`src/rtl/swarm_pkg.sv`:
```
// Shared types for the tile task-enqueue path: task payload, queue slot,
// epoch, sender TSB entry and tile identifiers.
package swarm;

    localparam int LOG_TQ_SIZE = 3;
    localparam int EPOCH_W     = 8;
    localparam int TASK_W      = 64;
    localparam int TSB_ID_W    = 4;
    localparam int TILE_ID_W   = 4;

    typedef logic [TASK_W-1:0]      task_t;
    typedef logic [LOG_TQ_SIZE-1:0] tq_slot_t;
    typedef logic [EPOCH_W-1:0]     epoch_t;
    typedef logic [TSB_ID_W-1:0]    tsb_entry_id_t;
    typedef logic [TILE_ID_W-1:0]   tile_id_t;

endpackage

```
`src/rtl/lowbit.sv`:
```
// Lowest-set-bit priority encoder: out is the index of the least significant
// set bit of in; valid flags that any bit is set.
module lowbit #(
    parameter int IN_WIDTH  = 8,
    parameter int OUT_WIDTH = 3
) (
    input  logic [IN_WIDTH-1:0]  in,
    output logic [OUT_WIDTH-1:0] out,
    output logic                 valid
);

    logic [IN_WIDTH-1:0] onehot;

    // Each bit wins only if no lower bit is set, so onehot has at most one bit.
    for (genvar gi = 0; gi < IN_WIDTH; gi++) begin : g_onehot
        localparam logic [IN_WIDTH-1:0] LOWER_MASK =
            (IN_WIDTH'(1) << gi) - IN_WIDTH'(1);
        assign onehot[gi] = in[gi] & ~(|(in & LOWER_MASK));
    end

    always_comb begin
        out = '0;
        for (int i = 0; i < IN_WIDTH; i++) begin
            if (onehot[i]) begin
                out = out | OUT_WIDTH'(i);
            end
        end
    end

    assign valid = |in;

endmodule

```
`src/rtl/task_enq_responder.sv`:
```
// Tile-side task-enqueue responder: admits remote tasks into free task-queue
// slots, tags them with the slot epoch and returns an ack/nack to the sender.
module task_enq_responder
    import swarm::*;
#(
    parameter int LOG_TQ_SIZE    = swarm::LOG_TQ_SIZE,
    parameter int UNTIED_RESERVE = 2,
    parameter int EPOCH_W        = swarm::EPOCH_W
) (
    input  logic          clk,
    input  logic          rst,

    input  logic          s_valid,
    output logic          s_ready,
    input  task_t         s_data,
    input  logic          s_tied,
    input  tsb_entry_id_t s_tsb_id,
    input  tile_id_t      s_src_tile,

    output logic          tq_wvalid,
    input  logic          tq_wready,
    output task_t         tq_wdata,
    output tq_slot_t      tq_wslot,
    output epoch_t        tq_wepoch,
    output logic          tq_wtied,

    input  logic          free_valid,
    input  tq_slot_t      free_slot,

    output logic          resp_valid,
    input  logic          resp_ready,
    output logic          resp_ack,
    output tsb_entry_id_t resp_tsb_id,
    output epoch_t        resp_epoch,
    output tq_slot_t      resp_tq_slot,
    output tile_id_t      resp_dest_tile,

    output logic [LOG_TQ_SIZE:0] n_used,
    output logic [31:0]   nack_count,
    output logic          err_double_free
);

    localparam int TQ_SIZE = 2 ** LOG_TQ_SIZE;
    localparam int NW      = LOG_TQ_SIZE + 1;
    localparam logic [NW-1:0] LIMIT_TIED   = NW'(TQ_SIZE);
    localparam logic [NW-1:0] LIMIT_UNTIED = NW'(TQ_SIZE - UNTIED_RESERVE);

    logic [TQ_SIZE-1:0] used_q, used_d;
    epoch_t             epoch_q [TQ_SIZE];
    epoch_t             epoch_d [TQ_SIZE];
    logic [NW-1:0]      n_used_q, n_used_d;
    logic [31:0]        nack_count_q, nack_count_d;
    logic               err_double_free_q, err_double_free_d;

    logic               resp_valid_q, resp_valid_d;
    logic               resp_ack_q, resp_ack_d;
    tsb_entry_id_t      resp_tsb_id_q, resp_tsb_id_d;
    epoch_t             resp_epoch_q, resp_epoch_d;
    tq_slot_t           resp_tq_slot_q, resp_tq_slot_d;
    tile_id_t           resp_dest_tile_q, resp_dest_tile_d;

    logic [LOG_TQ_SIZE-1:0] alloc_idx;
    logic                   any_free;
    logic                   out_free;
    logic [NW-1:0]          limit;
    logic                   ok;
    logic                   fire;
    logic                   alloc_fire;
    logic                   valid_free;
    logic                   bad_free;

    lowbit #(
        .IN_WIDTH  (TQ_SIZE),
        .OUT_WIDTH (LOG_TQ_SIZE)
    ) u_free_enc (
        .in    (~used_q),
        .out   (alloc_idx),
        .valid (any_free)
    );

    // Admission sees only registered occupancy, so a slot freed this cycle
    // cannot be handed out until the next one.
    always_comb begin
        out_free   = !resp_valid_q || resp_ready;
        limit      = s_tied ? LIMIT_TIED : LIMIT_UNTIED;
        ok         = any_free && (n_used_q < limit);
        tq_wvalid  = s_valid && out_free && ok;
        s_ready    = out_free && (!ok || tq_wready);
        fire       = s_valid && s_ready;
        alloc_fire = fire && ok;
        valid_free = free_valid && used_q[free_slot];
        bad_free   = free_valid && !used_q[free_slot];
    end

    assign tq_wdata  = s_data;
    assign tq_wslot  = tq_slot_t'(alloc_idx);
    assign tq_wepoch = epoch_q[alloc_idx];
    assign tq_wtied  = s_tied;

    always_comb begin
        used_d = used_q;
        if (valid_free) begin
            used_d[free_slot] = 1'b0;
        end
        if (alloc_fire) begin
            used_d[alloc_idx] = 1'b1;
        end
        n_used_d          = n_used_q + NW'(alloc_fire) - NW'(valid_free);
        err_double_free_d = err_double_free_q || bad_free;
        nack_count_d      = nack_count_q;
        if (fire && !ok && (nack_count_q != 32'hFFFF_FFFF)) begin
            nack_count_d = nack_count_q + 32'd1;
        end
    end

    // Epoch advances on every legal release so stale references to the slot
    // can be told apart from the next occupant.
    for (genvar gi = 0; gi < TQ_SIZE; gi++) begin : g_epoch
        assign epoch_d[gi] = (valid_free && (free_slot == tq_slot_t'(gi)))
                           ? epoch_q[gi] + epoch_t'(1) : epoch_q[gi];

        always_ff @(posedge clk) begin
            if (rst) begin
                epoch_q[gi] <= '0;
            end else begin
                epoch_q[gi] <= epoch_d[gi];
            end
        end
    end

    always_comb begin
        resp_valid_d     = resp_valid_q;
        resp_ack_d       = resp_ack_q;
        resp_tsb_id_d    = resp_tsb_id_q;
        resp_epoch_d     = resp_epoch_q;
        resp_tq_slot_d   = resp_tq_slot_q;
        resp_dest_tile_d = resp_dest_tile_q;
        if (fire) begin
            resp_valid_d     = 1'b1;
            resp_ack_d       = ok;
            resp_tsb_id_d    = s_tsb_id;
            resp_dest_tile_d = s_src_tile;
            resp_epoch_d     = ok ? epoch_q[alloc_idx] : '0;
            resp_tq_slot_d   = ok ? tq_slot_t'(alloc_idx) : '0;
        end else if (resp_ready) begin
            resp_valid_d = 1'b0;
        end
    end

    always_ff @(posedge clk) begin
        if (rst) begin
            used_q            <= '0;
            n_used_q          <= '0;
            nack_count_q      <= '0;
            err_double_free_q <= 1'b0;
            resp_valid_q      <= 1'b0;
            resp_ack_q        <= 1'b0;
            resp_tsb_id_q     <= '0;
            resp_epoch_q      <= '0;
            resp_tq_slot_q    <= '0;
            resp_dest_tile_q  <= '0;
        end else begin
            used_q            <= used_d;
            n_used_q          <= n_used_d;
            nack_count_q      <= nack_count_d;
            err_double_free_q <= err_double_free_d;
            resp_valid_q      <= resp_valid_d;
            resp_ack_q        <= resp_ack_d;
            resp_tsb_id_q     <= resp_tsb_id_d;
            resp_epoch_q      <= resp_epoch_d;
            resp_tq_slot_q    <= resp_tq_slot_d;
            resp_dest_tile_q  <= resp_dest_tile_d;
        end
    end

    assign resp_valid      = resp_valid_q;
    assign resp_ack        = resp_ack_q;
    assign resp_tsb_id     = resp_tsb_id_q;
    assign resp_epoch      = resp_epoch_q;
    assign resp_tq_slot    = resp_tq_slot_q;
    assign resp_dest_tile  = resp_dest_tile_q;
    assign n_used          = n_used_q;
    assign nack_count      = nack_count_q;
    assign err_double_free = err_double_free_q;

endmodule

```
`config.mk`:
```
export PLATFORM = sky130hd
export DESIGN_NAME = task_enq_responder
export DESIGN_NICKNAME = d
export VERILOG_FILES = /design/src/rtl/swarm_pkg.sv /design/src/rtl/lowbit.sv /design/src/rtl/task_enq_responder.sv
export SDC_FILE = /design/constraint.sdc
export NUM_CORES = 1
export LEC_CHECK = 0
export CAP_MARGIN = 0
export CORE_MARGIN = 1
export CORE_UTILIZATION = 47
export CTS_CLUSTER_DIAMETER = 100
export DETAILED_ROUTE_END_ITERATION = 16
export PLACE_DENSITY = 0.81
export SLEW_MARGIN = 20
export SYNTH_ARGS = -nofsm -noshare
export SYNTH_HDL_FRONTEND = slang
export SYNTH_SLANG_ARGS = --single-unit
```
`constraint.sdc`:
```
create_clock -name clk -period 3.1 [get_ports clk]
set_input_delay 0.31 -clock clk [delete_from_list [all_inputs] [get_ports clk]]
set_output_delay 0.31 -clock clk [all_outputs]
set_load 0.02 [all_outputs]
```
## After elaboration in Yosys (flattened, before gate mapping)

Memories as Yosys holds them, arrays and structs flattened.
Cells that the tools add are included.
Widths: inputs -> output; s select.

| cells by class | value |
|---|---|
| add/subtract/negate cells | 11 |
| magnitude comparators | 5 |
| eq/ne operators | 8 |
| muxes and demuxes | 39 |
| bitwise gates (word level) | 26 |
| reductions and logical operators | 35 |

Operators with widths:

| cell | count |
|---|---|
| $mux 8 | 19 |
| $add 8x1->8 const B | 8 |
| $add 32x1->32 const B | 1 |
| $ne 32x32->1 const B | 1 |
| $logic_and 1x1->1 | 20 |
| $not 8->8 | 2 |
| $mux 3 | 5 |
| $eq 3x3->1 const B | 4 |
| $mux 1 | 9 |
| $and 8x8->8 | 1 |
| $lt 3x4->1 const B | 2 |
| $or 1x1->1 | 8 |
| $or 8x8->8 | 1 |
| $reduce_or 8->1 | 1 |
| $and 1x1->1 | 7 |
| $not 1->1 | 7 |
| $reduce_or 7->1 | 1 |
| $demux 1 s3 | 2 |
| $eq 3x2->1 const B | 2 |
| $ge 3x1->1 const B | 2 |
| $reduce_or 6->1 | 1 |
| $reduce_or 5->1 | 1 |
| $add 4x1->4 | 1 |
| $lt 4x4->1 | 1 |
| 12 further kinds | 17 |

| storage, ports and cells | value |
|---|---|
| register bits after elaboration | 66 |
| bits in writable memories | 64 |
| bits of input ports | 82 |
| output and inout port bits | 136 |
| memories | 1 |

Memory list:

| name | words | width | rd ports | clocked after memory_dff | wr ports | line | RTL |
|---|---|---|---|---|---|---|---|
| epoch_q | 8 | 8 | 9 | 0 | 8 | task_enq_responder.sv:49 | `epoch_t epoch_q [TQ_SIZE];` |

## Depth between registers and ports, before layout

Gate-level depths: netlist (run 1).

| depth | value |
|---|---|
| word-level depth | 16 |
| mapped depth | 14 |
| mapped depth without buffers | 14 |

## Cells and area by module

Synthesis (run 1) repeated with hierarchy kept, for this count alone.

| second synthesis, totals | value |
|---|---|
| cell total of the unflattened synthesis | 778 |
| area, all modules | 6,916.6 um^2 |

Modules (own cells, without submodules):

| module | instances | cells each | area each (um^2) | sequential area each (um^2) |
|---|---|---|---|---|
| task_enq_responder | 1 | 764 | 6,835.3 | 2,602.5 |
| lowbit | 1 | 14 | 81.3 | 0.0 |

## Worst setup path after synthesis (run 1)

Ideal clock, no wire load.

| path | value |
|---|---|
| path kind | register to register |
| start point | reg n_used_q[2] (netlist: n_used[2]) |
| end point | reg n_used_q[2] (netlist: n_used[2]) |
| setup time | 128 ps |
| arrival time | 2,638 ps |
| path slack | 334 ps |
| stages on the path, launching flop included | 14 |
| path buffers | 0 |
| period minus slack after synthesis | 2,766 ps |
| cells stage by stage | dfxtp_1 -> ha_1 -> o21a_1 -> o21ai_1 -> nand2_1 -> nor2_1 -> inv_1 -> ha_1 -> inv_1 -> ha_1 -> inv_1 -> fa_1 -> xor2_1 -> nor2_1 |

| on the way | value |
|---|---|
| word-level cells in the longest chain between the ends | 9 |

RTL lines:

| what | line | RTL |
|---|---|---|
| start, declared | task_enq_responder.sv:51 | `logic [NW-1:0] n_used_q, n_used_d;` |
| start signal, assigned | task_enq_responder.sv:164 | `n_used_q <= n_used_d;` |
| $lt 4x4->1 | task_enq_responder.sv:86 | `ok = any_free && (n_used_q < limit);` |
| $logic_and 1x1->1 | task_enq_responder.sv:86 |  |
| $logic_not 1->1 | task_enq_responder.sv:88 | `s_ready = out_free && (!ok \|\| tq_wready);` |
| $logic_or 1x1->1 | task_enq_responder.sv:88 |  |
| $logic_and 1x1->1 | task_enq_responder.sv:88 |  |
| $logic_and 1x1->1 | task_enq_responder.sv:89 | `fire = s_valid && s_ready;` |
| $logic_and 1x1->1 | task_enq_responder.sv:90 | `alloc_fire = fire && ok;` |
| $add 4x1->4 (*) | task_enq_responder.sv:108 | `n_used_d = n_used_q + NW'(alloc_fire) - NW'(valid_free);` |
| $sub 4x1->4 (*) | task_enq_responder.sv:108 |  |

Mark *: on every way between the ends. The rest lies on a longest branch, timed or not.
A chain may end at the register's enable or synchronous reset.

## Worst setup path in the final report (run 1)

| path | value |
|---|---|
| start point | reg used_q[3] |
| end point | out tq_wepoch[0] |

| on the way | value |
|---|---|
| word-level cells in the longest chain between the ends | 9 |

RTL lines:

| what | line | RTL |
|---|---|---|
| start, declared | task_enq_responder.sv:48 | `logic [TQ_SIZE-1:0] used_q, used_d;` |
| start signal, assigned | task_enq_responder.sv:163 | `used_q <= used_d;` |
| $not 8->8 (*) | task_enq_responder.sv:76 | `.in (~used_q),` |
| $reduce_or 4->1 | lowbit.sv:18 | `assign onehot[gi] = in[gi] & ~(\|(in & LOWER_MASK));` |
| $not 1->1 | lowbit.sv:18 |  |
| $and 1x1->1 | lowbit.sv:18 |  |
| $mux 3 (3 in series) | lowbit.sv:24 | `if (onehot[i]) begin` |
| $mux 3 (*) | lowbit.sv:24 |  |
| $mem_v2 8x8 (*) | -- |  |
| end, declared | task_enq_responder.sv:24 | `output epoch_t tq_wepoch,` |

Marks and branches as above.

==> results of run 1 <==
[layout make-up]
| type | instances | area (um2) |
|---|---|---|
| Fill cell | 1247 | 5950 |
| Timing Repair Buffer | 113 | 1080 |
| Tap cell | 180 | 225 |
| Inverter | 17 | 63.8 |
| Clock buffer | 25 | 495 |
| Multi-Input combinational cell | 550 | 3570 |
| Clock inverter | 5 | 100 |
| Sequential cell | 130 | 2600 |
[layer usage]
layer | up-vias | global-route usage (%) | part of all wire, %
li1 | 2803 | - | -
met4 | 0 | 10.4 | 2.3
met1 | 2796 | 29.9 | 44
met5 | - | 0 | 0
met3 | 37 | 4.24 | 6.4
met2 | 210 | 34.7 | 48
[what timing repair did]
| item | in CTS | in global routing |
|---|---|---|
| pin swaps | 0 | 0 |
| gates resized for setup | 1 | 8 |
| setup endpoints to repair | 1 | 7 |
[power breakdown]
group,internal (uW),switching [uW],leakage (uW)
sequential,1700,30.3,0.00105
combinational,174,227,0.00191
clock,1340,699,0.000293
total,3220,957,0.00325
[cells in the mapped netlist (7+ instances only)]
cell type | n | area, um2
dfxtp_1 | 130 | 2600
nor2_1 | 123 | 462
xor2_1 | 77 | 674
buf_4 | 67 | 503
nand3_1 | 53 | 265
nand4_1 | 36 | 225
clkbuf_1 | 35 | 131
and3_1 | 33 | 206
nand2_1 | 31 | 116
and4_1 | 25 | 219
a31oi_1 | 20 | 125
inv_1 | 17 | 63.8
mux2i_1 | 17 | 170
ha_1 | 15 | 188
a21oi_1 | 14 | 70.1
a22o_1 | 11 | 96.3
xnor2_1 | 10 | 87.6
o21ai_0 | 9 | 45.0
nor2b_1 | 8 | 50.1
nor4b_1 | 7 | 61.3
[cell usage in the layout, fill, tap and decap left out, types with 2 or more instances in the layout]
cell             count
dfxtp_1            129
nor2_1             123
clkdlybuf4s50_1     80
xor2_1              77
nand3_1             53
nand4_1             36
and3_1              33
nand2_1             31
and4_1              25
buf_4               25
a31oi_1             20
mux2i_1             17
inv_1               17
clkbuf_16           17
ha_1                15
a21oi_1             14
a22o_1              11
xnor2_1             10
o21ai_0              9
nor2b_1              8
nor4b_1              7
dlymetal6s2s_1       7
and2_1               6
nand4b_1             6
o21a_1               5
a21o_1               4
nor3_1               4
clkbuf_1             4
clkbuf_8             4
or2_2                3
o2111ai_1            3
or3_1                3
nand3b_1             3
a22oi_1              3
a32oi_1              3
bufinv_16            3
mux4_2               2
o21ai_1              2
clkinv_2             2
[metrics by stage]
stage / area [um2] / cells / total power [uW] / util, %
after floorplan: 6920 / 807 / 2120 / -
after global placement: 7530 / 990 / 2160 / 53.4
after detailed placement: 7530 / 990 / 2170 / 53.4
after CTS: 8130 / 1020 / 4200 / 57.6
after global routing: 8140 / 1020 / 4320 / 57.8
final: 8140 / 1020 / 4170 / 57.8
[registers in the layout, summed over array words and instances (netlist names)]
signal and cells:
resp_tq_slot 3, nack_count 32, used_q 8, n_used 4, epoch_q 64, resp_valid 1, resp_epoch 8, resp_dest_tile 4
resp_tsb_id 4, resp_ack 1, err_double_free 1
[logic make-up (layout without fill, tap and decap cells)]
| kind of cell | count (synthesis) | after routing |
|---|---|---|
| multiplexers | 20 | 20 |
| flip-flops | 130 | 130 |
| adder cells (fa/ha/maj) | 16 | 16 |
| AND/OR/NAND/NOR | 347 | 347 |
| AO/OA/AOI/OAI | 80 | 80 |
| XOR/XNOR | 87 | 87 |
| buffers and inverters | 127 | 160 |
[path summary, 6_finish.rpt]
check                                            from                           to  slack (ns)  cells past startpoint
worst max-delay path             used_q[3]$_SDFF_PP0_                 tq_wepoch[0]        0.14                      6
worst min-delay path                              rst  nack_count[26]$_SDFFE_PP0P_        0.37                      2
worst max register to register   used_q[3]$_SDFF_PP0_         n_used[2]$_SDFF_PP0_        0.56                     12
worst min register to register  resp_ack$_SDFFE_PP0N_        resp_ack$_SDFFE_PP0N_        0.46                      1
==> metrics.yaml, run 1 <==
clkSlewWorstSetupHoldPaths_ns: 0.05
synth_cell_types: 50
wl_per_cell_um: 16.0
synth_seq_cells: 130
grt_overflow: 0
dieWidth_um: 123
synth-simple-area-share_pct: 26.3
postCtsSetupBuffers: 0
fin_hold_ws_ns: 0.372
cts_htree_levels: 4
async_flop_share_pct: 0
holdBufCountCts: 0
port_buffers: 89
crit_slowest_cell: "dfxtp_1"
peakVddDrop_mv: 0.428
endpoint_kind: "output port"
synth_top_family_by_area: "simple AND/OR/NAND/NOR gates"
io_pins: 218
fin_skew_ns: 0.0125
status: "complete, no violations"
dp.final_hpwl_um: 11200
drt-pass1-iter-count: 5
yosysSeqAreaShare_pct: 37.6
syn_to_final_growth_pct: 17.7
vias: 5846
synth-main-ff-cell: "dfxtp_1"
antenna_found_initial: 0
rsz0062_at_grt: "false"
post-route-drc-count: 0
syn_area_per_cell_um2: 8.57
drive_gt1_share_pct: 7.26
grt_util_all_layers_pct: 22.3
place.gp.congestion: 0.891
grt_max_degree: 58
synthAdderAreaFrac_pct: 3.00
synth_compound_area_share_pct: 8.00
totalWireLength_um: 16300
worst-setup-path-type: "flop to output port"
muxShareOfSynthArea_pct: 3.27
ys_warn_count: 0
fmax_ghz: 0.338
crit_family: "simple AND/OR/NAND/NOR gates"
core_area_um2: 14100
start_util_pct: 49.1
drtAntennaViolNets: 0
relSlewSlack_pct: 57.0
antennaDiodeCount: 0
root_buffer: "clkbuf_16"
worstPathMaxFanout: 9
cp-start-kind: "flop"
min_period_over_period_pct: 95.4
pre_cts_ws_ns: 0.0905
syn_area_um2: 6920
worst_pin_slew_ns: 0.636
numCtsBuffers: 17
crit_path_max_incr_delay_ns: 0.47
power_leakage_uw: 0.00325
maxCapViolations: 0
cts_tree: "yes"
path_buf_inv: 1
grt_pass1_vias: 5261
powerDensity_nw_per_um2: 513
critical_path_arrival_ns: 2.65
required_ns: 2.79
first_iter_violations: 440
die_h_um: 123
synth-edff-count: 0
min_period_ns: 2.96
die_area_um2: 15200
hold_violations: 0
row_count: 43
synth_fp_nets: 905
avgViaCountPerCell: 5.73
postSynthCellCount: 807
clk_latency_ns: 0.42
setup_viol: 0
clockBufferDepth: 2
synth_xor_area_share_pct: 11.0
slew_viol_final: 0
worstPathCellList: "and2_1 -> o2111a_1 -> o21ai_0 -> and3_1 -> nor4_2 -> dlygate4sd2_1"
hp-class: "input pin to flop"
nets: 927
cts.sinks: 130
fin_tns_setup_ns: 0
grt_pass1_wl_um: 26500
setup_slack_ns: 0.143
Note: power is estimated with default switching activity, not from simulation.
==> run 2, diff against run 1 <==
Settings changed: SKIP_LAST_GASP set to 1.
==> results of run 2 <==
The final DEF is identical to that of run 1; final timing and power are the same.
==> run 3, diff against run 2 <==
Settings changed: CORE_MARGIN 1 to unset, SLEW_MARGIN 20 to unset.
==> results of run 3 <==
The final DEF is identical to that of run 1; final timing and power are the same.
==> RTL change: new RTL, config.mk and constraints of run 1 <==
The package constant `TILE_ID_W` goes from 4 to 3.
--- a/src/rtl/swarm_pkg.sv
+++ b/src/rtl/swarm_pkg.sv
@@ -6,7 +6,7 @@
     localparam int EPOCH_W     = 8;
     localparam int TASK_W      = 64;
     localparam int TSB_ID_W    = 4;
-    localparam int TILE_ID_W   = 4;
+    localparam int TILE_ID_W   = 3;
 
     typedef logic [TASK_W-1:0]      task_t;
     typedef logic [LOG_TQ_SIZE-1:0] tq_slot_t;
Ports: changed (resized resp_dest_tile and s_src_tile); port bits go from 218 to 216. No check against the original RTL was run, so the function may have changed too.
==> RTL change against run 1 <==
Cell area is 2.2% lower; sequential share of layout area is 0.46 points higher; sequential cell count is 1 lower; area after synthesis is 2.2% lower; critical path depth is 1 higher; total power is 4.3% higher; largest power group unchanged; wire length is 2.6% lower; setup slack worse by 0.032 ns.
==> RTL change: results (changes against run 1) <==
Status
  • Status: finished clean (unchanged)

Global route
  • GRT Overall Usage: 22.1% (was 22.3%)
  • First-pass GRT wire length: 26.2 mm (was 26.5 mm)
  • Number of global-route vias before repair: 5,349 (was 5,261)
  • Largest net degree at the start of global routing: 49 (was 58)

Final layout
  • Post-Layout Cell Count: 998 (was 1,020)
  • Most flop-heavy register: epoch_q (unchanged)
  • Nets@finish: 902 (was 927)
  • Layout cells sized above 1: 8.80% (was 7.26%)
  • Fillcell total: 1,232 (was 1,247)

Synth
  • Syn Area/Cell: 8.65 µm² (was 8.57 µm²)
  • Complex-gate fraction of the synthesized area: 8.74% (was 8.00%)
  • Synth top area cells: dfxtp_1 (38%), nor2_1 (7.5%), buf_4 (7.2%) (was dfxtp_1 (38%), xor2_1 (9.8%), buf_4 (7.3%))
  • Synthesized-area fraction occupied by adder cells: 3.07% (was 3.00%)
  • Ys flop type: dfxtp_1 (unchanged)
  • Post-Synth XOR/XNOR Area: 11.1% (was 11.0%)
  • Net Count, Synth: 879 (was 905)
  • Netlist cell types: 63 (was 50)
  • Commonest cells post-synth: nor2_1 (135), dfxtp_1 (129), buf_4 (65) (was dfxtp_1 (130), nor2_1 (123), xor2_1 (77))

Placed design
  • Pre-CTS worst setup slack: 0.0246 ns (was 0.0905 ns)
  • Placer Congestion: 0.902 (was 0.891)
  • DP HPWL: 11.1 mm (was 11.2 mm)

Detailed routing
  • Vias/cell: 5.60 (was 5.73)
  • Wirelength per Cell: 15.9 µm (was 16.0 µm)

Timing
  • Slew @ Worst Pin: 0.586 ns (was 0.636 ns)
  • Max Freq: 0.335 GHz (was 0.338 GHz)
  • Final Hold Viols: 0 (unchanged)
  • WHS: 0.295 ns (was 0.372 ns)
  • Worst Skew: 0.00801 ns (was 0.0125 ns)

Worst setup path
  • R2R depth: 13 (was 12)
  • CP arrival: 2.68 ns (was 2.65 ns)
  • Worst-path fanout max: 6 (was 9)
  • Crit path launch: used_q[2] (was used_q[3])
  • CP max stage delay: 0.60 ns (was 0.47 ns)
  • Crit path max-delay cell type: clkdlybuf4s50_1 (was dfxtp_1)
  • FF-to-FF setup slack: 0.35 ns (was 0.56 ns)

Power
  • Psw: 0.00114 W (was 0.000957 W)
  • Leakage: 2.96 nW (was 3.25 nW)

Hold path
  • Worst hold endpoint: resp_tsb_id[0] (was nack_count[26])
RTL change: cell count changes in the layout (fill, tap and decap cells not counted), moves of 11 or more:
cell,change
nand3_1,-26
nor3_1,+15
a31oi_1,-19
and4_1,-14
xor2_1,-27
and3_1,-15
xnor2_1,+26
nand4_1,-11
nand2_1,+14
nor2_1,+12
RTL change: logic make-up after synthesis:
family,Yosys count
xor gates and xnor gates,86
buffers and inverters,122
adders and majority gates,16
AOI/OAI and AO/OA,81
muxes,26
DFF,129
and+or+nand+nor,322
RTL change: through the flow:
step | instance area [µm²] | utilization [%] | power [W]
after detailed placement | 7350 | 52.5 | 0.00233
after floorplan | 6770 | - | 0.00220
after global placement | 7350 | 52.5 | 0.00232
after global routing | 7960 | 56.9 | 0.00450
final | 7960 | 56.9 | 0.00435
after CTS | 7950 | 56.9 | 0.00437
RTL change: cell type report:
class / instances / area share, %
well taps: 180 / 2.83
repair buffers: 107 / 12.8
clock buffers: 18 / 5.39
inverters: 19 / 0.896
clock inverters: 14 / 2.28
multi-input cells: 531 / 43.4
flip-flops and latches: 129 / 32.4
RTL change: power by group through the flow:
stage	logic [W]	clock network, W	registers, W
floorplan	0.000409	0	0.00180
finish	0.000564	0.00206	0.00173
detailed placement	0.000569	0	0.00176
global placement	0.000561	0	0.00176
global route	0.000598	0.00217	0.00173
CTS	0.000564	0.00208	0.00173
RTL change: how the worst max path moves through the flow:
stage | end | depth (start not counted)
floorplan | n_used[2] | 13
global placement | n_used[2] | 14
detailed placement | n_used[2] | 14
CTS | s_ready | 7
global route | s_ready | 7
finish | s_ready | 7
RTL change: timing repair:
action | CTS | global route
setup buffers | 0 | 1
resized for setup | 11 | 6
endpoints found under the setup margin | 8 | 8
pin swaps | 1 | 2
endpoints found under the hold margin | 0 | 0
cloned | 0 | 0
RTL change: metal layers:
metal  share of wire, %  GRT usage (%)
met5                  0              0
met4                2.4           9.10
met3                4.3           4.54
met2                 49           36.5
met1                 44           28.1
RTL change: critical path: cells and delay by family (launching register included):
family                 cells  cell delay, ns
buffers and inverters      3            0.94
AND/OR/NAND/NOR            3            0.82
flip-flops                 1            0.42
AO/OA/AOI/OAI              1            0.10
